[src/rtl/pipe_pkg.sv]
// pipe_pkg: shared pipeline constants and hazard FSM state encoding.
package pipe_pkg;
    typedef enum logic [1:0] {RUN, FLUSH2, MEM_WAIT} hz_state_t;
    localparam logic [31:0] NOP = 32'h0;
    localparam int ZERO_REG_DEF = 31;
endpackage

[src/rtl/sat_counter.sv]
// sat_counter: enabled up-counter that sticks at all-ones instead of wrapping.
module sat_counter #(
    parameter int W = 16
) (
    input  logic         clk,
    input  logic         reset,
    input  logic         en,
    output logic [W-1:0] q
);
    always_ff @(posedge clk) begin
        if (reset) q <= '0;
        else if (en && q != '1) q <= q + 1'b1;
    end
endmodule

[src/rtl/hazard_ctrl.sv]
// hazard_ctrl: load-use stall, branch flush and memory-freeze control for the pipeline front end.
module hazard_ctrl
    import pipe_pkg::*;
#(
    parameter int CNT_W    = 16,
    parameter int ZERO_REG = ZERO_REG_DEF
) (
    input  logic             clk,
    input  logic             reset,
    input  logic [4:0]       id_rn,
    input  logic [4:0]       id_rm,
    input  logic             id_uses_rm,
    input  logic [4:0]       ex_rd,
    input  logic             ex_memread,
    input  logic             branch_taken,
    input  logic             mem_busy,
    output logic             pc_we,
    output logic             ifid_we,
    output logic             ifid_flush,
    output logic             idex_bubble,
    output logic [CNT_W-1:0] stall_cycles
);
    hz_state_t state, next;
    logic      flag, flag_n, lu;

    assign lu = ex_memread && ex_rd != 5'(ZERO_REG) &&
                (ex_rd == id_rn || (id_uses_rm && ex_rd == id_rm));

    always_ff @(posedge clk) begin
        if (reset) begin
            state <= RUN;
            flag  <= 1'b0;
        end else begin
            state <= next;
            flag  <= flag_n;
        end
    end

    always_comb begin
        pc_we       = 1'b1;
        ifid_we     = 1'b1;
        ifid_flush  = 1'b0;
        idex_bubble = 1'b0;
        next        = RUN;
        flag_n      = 1'b0;
        if (reset) begin
            ifid_flush  = 1'b1;
            idex_bubble = 1'b1;
        end else if (mem_busy) begin
            pc_we   = 1'b0;
            ifid_we = 1'b0;
            next    = MEM_WAIT;
            flag_n  = flag || state == FLUSH2;
        end else if (state == FLUSH2) begin
            ifid_flush = 1'b1;
        end else begin
            // MEM_WAIT exit behaves like RUN, but a frozen flush resumes afterwards
            if (branch_taken) begin
                ifid_flush  = 1'b1;
                idex_bubble = 1'b1;
                next        = FLUSH2;
            end else if (lu) begin
                pc_we       = 1'b0;
                ifid_we     = 1'b0;
                idex_bubble = 1'b1;
            end
            if (state == MEM_WAIT && flag) next = FLUSH2;
        end
    end

    sat_counter #(.W(CNT_W)) u_cnt (
        .clk  (clk),
        .reset(reset),
        .en   (!pc_we),
        .q    (stall_cycles)
    );
endmodule

[config.mk]
export PLATFORM = sky130hd
export DESIGN_NAME = hazard_ctrl
export DESIGN_NICKNAME = d
export VERILOG_FILES = /design/src/rtl/pipe_pkg.sv /design/src/rtl/sat_counter.sv /design/src/rtl/hazard_ctrl.sv
export SDC_FILE = /design/constraint.sdc
export NUM_CORES = 1
export LEC_CHECK = 0
export ABC_AREA = 1
export CAP_MARGIN = 0
export CORE_UTILIZATION = 30
export DETAILED_ROUTE_END_ITERATION = 6
export PLACE_DENSITY = 0.62
export SLEW_MARGIN = 0
export SYNTH_ARGS = -nofsm -noshare
export SYNTH_HDL_FRONTEND = slang
export SYNTH_SLANG_ARGS = --single-unit
export TNS_END_PERCENT = 50
[constraint.sdc]
create_clock -name clk -period 2.5 [get_ports clk]
set_clock_uncertainty 0.05 [all_clocks]
set_input_delay 0.625 -clock clk [delete_from_list [all_inputs] [get_ports clk]]
set_output_delay 0.625 -clock clk [all_outputs]
set_load 0.05 [all_outputs]
==> key figures <==
Synth
  • Mean Syn Cell Area: between 6 and 7 µm²
  • Syn Inst Count: about 210
  • Synth area leaders: dfxtp_1 (28%), nand2_1 (18%), nand4_1 (8.3%)
  • Yosys reg bits: 19
  • Area share of the largest cell type after synthesis: 0.279
  • Warnings, synthesis: 0
  • Synth area leader: dfxtp_1
  • Distinct cell type count after synthesis: 29
  • Post-Syn Area: between 0.001 and 0.0015 mm²
  • Syn Nets: approximately 230
  • Sequential fraction of the synthesis area: 0.279

Pwr
  • Cell Pwr Density: between 300 and 400 mW/mm²
  • Reg power frac: 0.442
  • Int Pwr: between 0.0004 and 0.0005 W
  • Switch share: 0.299
  • VDD IR max: 182 µV
  • Comb power frac: 0.239
  • Clock Power Share: 0.319
  • P_sw: about 0.00021 W
  • Leakage Power: between 0.8 and 0.9 nW

Finish
  • Layout cells sized above 1: 0.152
  • Fin nets: 280
  • Final std cells w/o fill: between 300 and 400
  • Synth-to-Final Area Change: 43.1%
  • Diode count: 0
  • Final Core Density: 0.447

Clock tree
  • Clk_lat worst skew: 0.26 ns
  • CTS sink count: 19
  • H-tree levels: 1
  • Inserted Clock Buffers: 3
  • Post-CTS Setup Inserts: 0
  • Clk buf depth: 2
  • TritonCTS clock tree: yes
  • CTS root buf: clkbuf_8
  • Reg clk slew, reported paths: 0.07 ns

Status
  • Status: finished, final reports clean

Global routing
  • Total congestion overflow: 0
  • GRT Util Overall: 0.153
  • Number of global-route vias before repair: 1373
  • Largest net degree at the start of global routing: 18
  • Initial antenna violation count: 0
  • First-pass GRT wire length: between 6 and 7 mm

Timing
  • Final worst slack: approximately 0.11 ns
  • Final Slew Violations: 0
  • Count of final setup violators: 0
  • Final hold vios: 0
  • RSZ-0062 raised after global routing: true
  • Period minus WS final: around 2.4 ns
  • Setup_tns: 0 ns
  • Fmax achieved: roughly 420 MHz
  • Slew headroom: 0.660
  • Final Cycle Share: 0.957
  • Slew at the pin closest to its max-slew limit: 0.508 ns

Setup path
  • Cell Chain, Critical Path: clkdlybuf4s50_1 -> inv_1 -> a31oi_4 -> inv_2 -> nand2_4 -> buf_12
  • Crit Path Max Fanout: 2
  • Reg2reg start: u_cnt.q[0]
  • Reg2reg setup slack: about 0.57 ns
  • Worst setup path endpoint: ifid_we
  • Crit path launch: branch_taken
  • Slowest-stage cell, CP: clkdlybuf4s50_1
  • Worst R2R Path Depth: 7
  • RR Endpoint: u_cnt.q[8]
  • Required time of the critical path: about 1.8 ns
  • Critical Path Max Stage Delay: 0.50 ns
  • CP Capture Type: primary output
  • Startpoint types: input pin
  • Worst Path Buf+Inv: 4
  • CP Data Arrival Time: about 1.7 ns
  • Levels on crit path: 6
  • Kind of critical path: input pin to primary output
  • Family with the most delay on the worst path: buffers and inverters

Route
  • DR pass1 iterations: 4
  • Vias/cell: roughly 4.8
  • Drt total wl: 3.56 mm
  • Post-route ant nets: 0
  • Total number of vias: between 1000 and 1500
  • Iteration-0 DRC Markers: just under 80
  • Final routed DRC violation total: 0
  • DR WL/cell: between 10 and 15 µm

Die
  • Top-Level Pins: between 40 and 50
  • Row count: 24
  • CORE AREA: 0.00435 mm²
  • Die width: just under 70 µm
  • Die area: 0.00481 mm²
  • Vert. Die Dim: just under 70 µm
  • Starting Density: 0.313

Place
  • DP Worst Slack: -0.238 ns
  • Dpl cells: between 300 and 400
  • HPWL after detailed placement: approximately 2.6 mm
  • RePlAce Congestion: approximately 0.8
  • IO Port Bufs: 40

Hold path
  • Worst hold-check path type: flop to flop
  • Hold Startpoint: flag

Job
  • Max Cap Viol: 0
## cell type report
cell class                 instances  area, µm²
clock buffer                       4       45.0
timing repair buffer              48        488
tap                               52       65.1
fill                             449       2410
multi-input combinational        160        872
sequential                        19        380
inverter                          26       97.6
## registers in the layout (all words and copies together), names as in the netlist
register / cells
u_cnt.q: 16
flag: 1
state: 2
## timing repair
| action | CTS | global route |
|---|---|---|
| setup endpoints to repair | 3 | 3 |
| pin swaps | 11 | 9 |
| hold buffers | 0 | 0 |
| resized for setup | 19 | 9 |
| cloned | 0 | 0 |
## stage by stage
stage	power, W	cell area [µm²]	hold WS [ns]
after global placement	0.000488	1900	0.403
after detailed placement	0.000489	1900	0.405
final	0.000701	1950	0.408
after CTS	0.000707	1940	0.411
after floorplan	0.000407	1380	0.391
after global routing	0.000730	1950	0.447
## synth_stat cells
| cell | n |
|---|---|
| buf_6 | 1 |
| nand3_1 | 8 |
| nor2_2 | 1 |
| clkbuf_1 | 2 |
| nor3_4 | 1 |
| buf_2 | 1 |
| nor3_1 | 2 |
| o21a_1 | 1 |
| a31oi_1 | 1 |
| inv_2 | 7 |
| a21oi_1 | 13 |
| inv_1 | 18 |
| xnor2_1 | 7 |
| buf_4 | 3 |
| clkinv_1 | 1 |
| nor3_2 | 1 |
| nand3_4 | 1 |
| xor2_1 | 6 |
| a211oi_1 | 1 |
| a21oi_2 | 3 |
| nand2_2 | 1 |
| nand2_4 | 1 |
| nor2_1 | 26 |
| ha_1 | 1 |
| nand4_1 | 18 |
| nand4_4 | 1 |
| dfxtp_1 | 19 |
| nand2_1 | 65 |
| o21ai_0 | 1 |
## cells by family (layout without fill, tap and decap cells)
logic type | count (synthesis) | after routing | synth area share
buffers and inverters | 33 | 78 | 0.106
XOR/XNOR | 13 | 13 | 0.0836
AND/OR/NAND/NOR | 126 | 126 | 0.436
flip-flops | 19 | 19 | 0.279
adder cells (fa/ha/maj) | 1 | 1 | 0.00919
AO/OA/AOI/OAI | 20 | 20 | 0.0864
## layer usage
layer	track usage	vias up	part of all wire
met3	0.0189	2	0.029
met4	0.0408	0	0.0048
met5	0	-	0
li1	-	779	-
met2	0.263	26	0.48
met1	0.201	673	0.49
## power by group through the flow
stage | registers, W | logic [W] | clock network (W)
2_1_floorplan | 0.000323 | 0.0000840 | 0
3_3_place_gp | 0.000317 | 0.000171 | 0
3_5_place_dp | 0.000317 | 0.000172 | 0
4_1_cts | 0.000310 | 0.000168 | 0.000230
5_1_grt | 0.000311 | 0.000181 | 0.000238
6_report | 0.000310 | 0.000167 | 0.000224
## placed cells by master, fill, tap and decap left out, types with 2 or more instances in the layout
master           instances
clkdlybuf4s50_1         19
buf_4                    8
inv_1                   18
buf_12                   4
clkdlybuf4s15_1          4
inv_2                    7
dlygate4sd2_1           10
xor2_1                   6
a21oi_1                 12
nand4_1                 18
a21oi_2                  4
nand3_1                  8
dlymetal6s2s_1           2
xnor2_1                  7
nand2_4                  2
nor2_1                  26
nor3_1                   2
clkbuf_8                 3
nand2_1                 62
nand2_2                  3
dfxtp_1                 19
## worst min path at each step
stage | to | slack, ns | cells past startpoint
final | state[0] | 0.41 | 2
after global routing | state[0] | 0.45 | 2
after CTS | state[0] | 0.41 | 2
after detailed placement | state[0] | 0.41 | 2
after global placement | state[0] | 0.40 | 2
after floorplan | state[0] | 0.39 | 2
## worst register-to-register path: stages, from the launching register on
cell	delay, ns
dfxtp_1	0.42
ha_1	0.28
inv_2	0.06
nor2_2	0.25
nand4_4	0.29
nand3_4	0.30
nand2_1	0.09
a21oi_1	0.13
Note: power is estimated with default switching activity, not from simulation.
